$ cat src/rtl/game_pkg.sv
// Shared timing constants for the game tick dividers (100 MHz system clock).
package game_pkg;

  localparam int unsigned CLK_HZ     = 100_000_000;
  localparam int unsigned HALF_250MS = 12_500_000;
  localparam int unsigned HALF_500MS = 25_000_000;
  localparam int unsigned HALF_5S    = 250_000_000;
  localparam int unsigned CNT_W      = 28;

endpackage : game_pkg

$ cat src/rtl/sq_divider.sv
// Free-running square-wave divider: toggles every HALF cycles and emits a
// one-cycle tick in the first cycle the square wave is high.
module sq_divider #(
  parameter int unsigned HALF  = 1,
  parameter int unsigned CNT_W = 28
) (
  input  logic clk_100mhz,
  input  logic rst,
  output logic sq,
  output logic tick
);

  localparam longint unsigned HALF_MAX = 64'(1) << CNT_W;
  localparam logic [CNT_W-1:0] CNT_LAST = CNT_W'(HALF - 1);

  if (HALF == 0 || 64'(HALF) > HALF_MAX) begin : g_half_range
    $fatal(1, "sq_divider: HALF=%0d outside 1..2**%0d", HALF, CNT_W);
  end

  logic [CNT_W-1:0] r_cnt;
  logic             r_sq;
  logic             r_tick;

  // Reload at HALF-1; the tick is the new square-wave value only on a 0->1 toggle.
  always_ff @(posedge clk_100mhz) begin
    if (rst) begin
      r_cnt  <= '0;
      r_sq   <= 1'b0;
      r_tick <= 1'b0;
    end else if (r_cnt == CNT_LAST) begin
      r_cnt  <= '0;
      r_sq   <= ~r_sq;
      r_tick <= ~r_sq;
    end else begin
      r_cnt  <= r_cnt + CNT_W'(1);
      r_tick <= 1'b0;
    end
  end

  assign sq   = r_sq;
  assign tick = r_tick;

endmodule : sq_divider

$ cat src/rtl/game_tick_divider.sv
// Derives the 250 ms / 500 ms / 5 s game-timing square waves and rise ticks
// from the 100 MHz system clock; the three channels run independently.
module game_tick_divider #(
  parameter int unsigned HALF_250MS = game_pkg::HALF_250MS,
  parameter int unsigned HALF_500MS = game_pkg::HALF_500MS,
  parameter int unsigned HALF_5S    = game_pkg::HALF_5S,
  parameter int unsigned CNT_W      = game_pkg::CNT_W
) (
  input  logic clk_100mhz,
  input  logic rst,
  output logic clk_250ms,
  output logic clk_500ms,
  output logic clk_5s,
  output logic tick_250ms,
  output logic tick_500ms,
  output logic tick_5s
);

  sq_divider #(.HALF(HALF_250MS), .CNT_W(CNT_W)) u_div_250ms (
    .clk_100mhz (clk_100mhz),
    .rst        (rst),
    .sq         (clk_250ms),
    .tick       (tick_250ms)
  );

  sq_divider #(.HALF(HALF_500MS), .CNT_W(CNT_W)) u_div_500ms (
    .clk_100mhz (clk_100mhz),
    .rst        (rst),
    .sq         (clk_500ms),
    .tick       (tick_500ms)
  );

  sq_divider #(.HALF(HALF_5S), .CNT_W(CNT_W)) u_div_5s (
    .clk_100mhz (clk_100mhz),
    .rst        (rst),
    .sq         (clk_5s),
    .tick       (tick_5s)
  );

endmodule : game_tick_divider

$ cat config.mk
export PLATFORM = sky130hd
export DESIGN_NAME = game_tick_divider
export DESIGN_NICKNAME = d
export VERILOG_FILES = /design/src/rtl/game_pkg.sv /design/src/rtl/sq_divider.sv /design/src/rtl/game_tick_divider.sv
export SDC_FILE = /design/constraint.sdc
export NUM_CORES = 1
export LEC_CHECK = 0
export ABC_CLOCK_PERIOD_IN_PS = 1700
export CAP_MARGIN = 10
export CORE_MARGIN = 5
export CORE_UTILIZATION = 35
export CTS_CLUSTER_SIZE = 28
export DETAILED_ROUTE_END_ITERATION = 8
export PLACE_DENSITY = 0.56
export SYNTH_ARGS = -nofsm -noshare
export SYNTH_HDL_FRONTEND = slang
export SYNTH_SLANG_ARGS = --single-unit
$ cat constraint.sdc
create_clock -name clk_100mhz -period 1.7 [get_ports clk_100mhz]
set_input_delay 0.34 -clock clk_100mhz [delete_from_list [all_inputs] [get_ports clk_100mhz]]
set_output_delay 0.34 -clock clk_100mhz [all_outputs]
set_load 0.005 [all_outputs]
[Word-level counts from Yosys, hierarchy flattened]
Index checks and enable logic that the tools add are counted.
Word-level totals
  register bits: 90
  bits of input ports: 2
  output and inout port bits: 6
  word-level logic and storage cells: 27
Cells by class
  add/sub/neg operators: 3
  eq/ne operators: 3
  bitwise logic cells: 6
  reduce and logical (&&, ||, !) cells: 6
Operators by type and width (number)
  adder 28 x 1 -> 28 bit (second input constant): 3
  equality test 28 x 24 -> 1 bit (second input constant): 1
  equality test 28 x 25 -> 1 bit (second input constant): 1
  equality test 28 bit (second input constant): 1
  OR reduction 2 bit: 6
  NOT 1 bit: 6

[Depth between registers and ports, before layout]
  word-level depth: 3
  mapped depth: 7
  mapped depth without buffers: 5

[Modules after synthesis]
A second synthesis with hierarchy kept.
Second synthesis, totals
  cell total of the unflattened synthesis: 486
  area total of the unflattened synthesis: 4234.1 µm²
By module, submodules not included
  sq_divider at u_div_250ms: times used 1, cells an instance 165, area an instance 1441.4 µm², sequential area each 600.6 µm²
  sq_divider at u_div_500ms: times used 1, cells an instance 162, area an instance 1418.9 µm², sequential area each 600.6 µm²
  sq_divider at u_div_5s: times used 1, cells an instance 159, area an instance 1373.8 µm², sequential area each 600.6 µm²

[Least setup slack after synthesis]
OpenSTA, ideal clock, no wires.
  kind: reg-to-reg
  start point: register u_div_5s.r_cnt[0]
  end point: register u_div_5s.r_cnt[19]
  library setup time: 0.125 ns
  arrival: 1.621 ns
  required time: 1.575 ns
  setup slack: -0.047 ns
  cell stages (with the launch flop): 8
  path buffers: 2
  clock period less this slack: 1.747 ns
  path through: dfxtp_1 > ha_1 > and3_1 > buf_2 > nand3_1 > o31ai_4 > buf_2 > a21oi_1
On the way
  longest elaborated chain between the ends: 2
  elaborated cells on any way between the ends: 3
  those cells by class: 1 x add/sub; 1 x eq/ne; 1 x reduce/logical
RTL lines
  start: declaration: RTL line sq_divider.sv:20  | logic [CNT_W-1:0] r_cnt;
  start signal: assignment: RTL line sq_divider.sv:35  | r_cnt <= r_cnt + CNT_W'(1);
  branches (longest 2 deep; another with adder 28 x 1 -> 28 bit)
Parallel ways; which one is timed is not known.
A chain may end at the register's enable or synchronous reset.

[Worst setup path in the final report]
  start point: register u_div_500ms.r_cnt[1]
  end point: register u_div_500ms.r_cnt[23]
On the way
  longest elaborated chain between the ends: 2
  elaborated cells on any way between the ends: 3
  those cells by class: 1 x add/sub; 1 x eq/ne; 1 x reduce/logical
RTL lines (RTL line)
  start: declaration: sq_divider.sv:20
  start signal: assignment: sq_divider.sv:35
  branches (longest 2 deep; another with adder 28 x 1 -> 28 bit)
Parallel ways; which one is timed is not known.

==> metrics.md <==
| Metric | Value |
|---|---|
| Status | finished with violations |
| Failing checks | negative setup slack |
| Worst-path maximum fanout | 6 |
| Post-synth top flop | dfxtp_1 |
| Initial core utilization | 35.71% |
| Area grow syn2layout | 34.54% |
| Seq pwr share | 48.2% |
| FP Rows | 40 |
| Clk buf depth | 2 |
| Crit Reg-Reg Startpoint | u_div_500ms.r_cnt[1] |
| Clk sinks | 90 |
| Total power | about 4.5 mW |
| Fmax achieved | about 570 MHz |
| Total of max-cap violations | 0 |
| Root buffer cell | clkbuf_16 |
| Required time of the critical path | about 1900 ps |
| Switching share of power | 20.62% |
| Htree depth | 3 |
| WHS Endpoint | u_div_250ms.r_cnt[21] |
| Multi-input gate area | 2542 sq um |
| CP startpoint kind | flip-flop |
| Slew HR | 70.68% |
| TritonCTS buffer count | 9 |
| Post-route ant nets | 0 |
| Fin area | 5771 sq um |
| Starting DRC count in detailed routing | 164 |
| Worst hold-check path type | flip-flop to flip-flop |
| Max incr delay on CP | approximately 440 ps |
| Worst setup EP type | flip-flop |
| Post-synth EDFFs | 0 |
| Mapped Nets | 483 |
| I/O pin count | 8 |
| Setup WS pre-CTS | -93.92 ps |
| Hold Crit Start | u_div_250ms.r_cnt[21] |
| Global placement routability congestion | approximately 0.78 |
| Mapped Cells | approximately 480 |
| RSZ-0062 raised after global routing | yes |
| Vias after detailed routing | 3853 |
| DRT Pass-1 Iters | 4 |
| Nets@finish | 575 |
| Global route total overflow | 0 |
| Final WS setup | -47.95 ps |
| VDD IR max | ~500 uV |
| #FFs+latches synth | 90 |
| Post-synthesis cell area | about 4300 sq um |
| Arr. time, crit path | approximately 2000 ps |
| CTS clk-pin slew, worst paths | ~60 ps |
| Post-synth cell types | 40 |
| Delay-heaviest family, CP | compound AO/OA/AOI/OAI gates |
| Total die area | approximately 15000 sq um |
| Slew Viols, Final | 0 |
| First-pass GRT wire length | roughly 17000 um |
| Net Switching | a little over 0.9 mW |
| CP Cell Sequence | ha_4 -> and2_4 -> nand4_1 -> buf_4 -> o31ai_4 -> clkbuf_16 -> a21oi_1 |
| Worst-Skew Late Latency | around 340 ps |
| Area post-placement | between 5000 and 6000 sq um |
| Pin count of the biggest net entering global routing | 26 |
| Fill cells | about 1100 |
| Setup tns final | -531.0 ps |
| Slowest cell on crit path | o31ai_4 |
| Vias in the first global route | between 3000 and 4000 |
| Tot GR Track Use | between 10% and 20% |
| Core area | 12010 sq um |
| Die Span Y | roughly 120 um |
| TritonCTS clock tree | built |
| Clock network fraction of total power | approximately 48% |
| Combinational fraction of design power | 3.9% |
| Initial antenna violation count | 0 |
| DP Wirelength | ~7000 um |
| Worst R2R End | u_div_500ms.r_cnt[23] |
| Final setup fails | 20 |
| Fin crit share | 102.8% |
| WL per Instance | ~15 um |
| Via density | roughly 5.4 |
| Worst Tran Pin Value | 439.8 ps |
| Synth Area per Inst | roughly 9 sq um |
| Pleak | 1.996 nW |
| Critical path type | flip-flop to flip-flop |
| Ys async rst share | 0% |
| Die width | 120.7 um |
| Share of cells above drive strength 1 | between 30% and 40% |
| Final Hold Viols | 0 |
| PD cells | between 700 and 800 nW/um^2 |
| P_int | between 3 and 4 mW |
| CP bufs+invs | 2 |
| Worst-case reg-to-reg path depth | 7 |
| Hold depth | 2 |
| Setup Skew | between 9 and 10 ps |
| Final wirelength | roughly 10000 um |
| Cts hold-fix bufs | 0 |
| Seq/Total Area, Yosys | about 42% |
| Yosys warnings | 0 |
| FF/Latch Area | between 1500 and 2000 sq um |
| Drt drc | 0 |
| Slack of the worst reg-to-reg path | -50 ps |
| Min Tclk post-route | approximately 1700 ps |
| PortBufs | 7 |
| Diodes inserted | 0 |
| Hold_ws | around 480 ps |
cell usage in the layout (no fill, tap or decap), drive strengths merged, types with 16 or more instances in the layout:
master  count
or4        28
o31ai      30
dfxtp      90
xor2       22
a21oi      42
buf        93
nand3      33
nand4      30
nand2      29
xnor2      16
nor2       42
worst min-delay path: cells and delay by family, from the launching register on:
kind | cells | cell delay [ps]
flops | 1 | 320
compound gates | 2 | 120
worst max path at each step:
stage / startpoint / end / slack [ps] / depth (start not counted)
global route: u_div_500ms.r_cnt[1] / u_div_500ms.r_cnt[15] / -150 / 7
finish: u_div_500ms.r_cnt[1] / u_div_500ms.r_cnt[23] / -50 / 7
global placement: u_div_5s.r_cnt[0] / u_div_5s.r_cnt[22] / -10 / 5
detailed placement: u_div_5s.r_cnt[0] / u_div_5s.r_cnt[22] / -90 / 5
floorplan: u_div_5s.r_cnt[0] / u_div_5s.sq / 10 / 6
CTS: u_div_250ms.r_cnt[13] / u_div_250ms.r_cnt[24] / 5 / 5
synth_stat cells (all sizes together), types with 2 or more instances:
cell    count  share of area, %
a21oi      42               5.3
and2        9               1.3
and3       11               1.6
and4       12               2.5
buf        19               3.1
clkbuf      3              0.32
dfxtp      90                42
ha          3              0.88
inv         5              0.44
nand2      29               2.5
nand3      33               4.4
nand4      30               5.0
nor2       42               3.7
nor2b       2              0.29
nor3        3              0.35
nor4       13               1.9
nor4b       2              0.41
o21ai      15               1.8
o31ai      30               5.9
or3        15               2.2
or4        28               5.3
xnor2      16               3.3
xor2       22               4.5
logic make-up (layout without fill, tap and decap cells):
kind of cell	Yosys count	after routing	share of synthesized area (%)
simple gates	231	231	32.00
flops	90	90	42.01
compound gates	89	89	13.51
xor+xnor	38	38	7.759
buf+inv	27	122	3.851
fa+ha+maj	3	3	0.8752
per-stage QoR:
| stage | cells | utilization (%) |
|---|---|---|
| 2_1_floorplan | 478 | - |
| 6_report | 720 | 48.04 |
| 3_3_place_gp | 688 | 41.75 |
| 4_1_cts | 703 | 44.91 |
| 3_5_place_dp | 688 | 41.75 |
| 5_1_grt | 720 | 48.04 |
registers in the layout, indices dropped and copies added, names as in the netlist:
signal / flops
u_div_250ms.r_cnt: 28
u_div_500ms.r_cnt: 28
u_div_5s.r_cnt: 28
u_div_250ms.sq: 1
u_div_250ms.tick: 1
u_div_500ms.sq: 1
u_div_500ms.tick: 1
u_div_5s.sq: 1
u_div_5s.tick: 1
area by class of cell:
class                      instances  share of cell area [%]
inverter                           5                  0.3252
sequential                        90                   31.44
tap                              147                   3.187
clock buffer                      10                   4.141
clock inverter                     4                   1.344
timing repair buffer             103                   15.50
multi-input combinational        361                   44.06
layer usage:
layer  routed length [um]  track usage [%]  part of all wire [%]  up-vias
met3                  264            4.069                   2.5       10
met5                    0                0                     0        -
li1                     -                -                     -     1982
met1                 4881            17.75                    47     1822
met4                  135            4.178                   1.3        0
met2                 5178            23.82                    50       39
power by group through the flow:
stage / registers, mW / logic [mW] / clock network [mW]
after floorplan: 2.19 / 0.0639 / 0
after global placement: 2.19 / 0.122 / 0
after detailed placement: 2.19 / 0.123 / 0
after CTS: 2.14 / 0.124 / 2.20
after global routing: 2.15 / 0.191 / 2.29
final: 2.15 / 0.173 / 2.14
what timing repair did:
item | in CTS | in global routing
setup buffers | 1 | 12
setup endpoints to repair | 33 | 81
cloned | 0 | 5
resized for setup | 13 | 64
pin swaps | 3 | 13
Note: power is estimated with default switching activity, not from simulation.
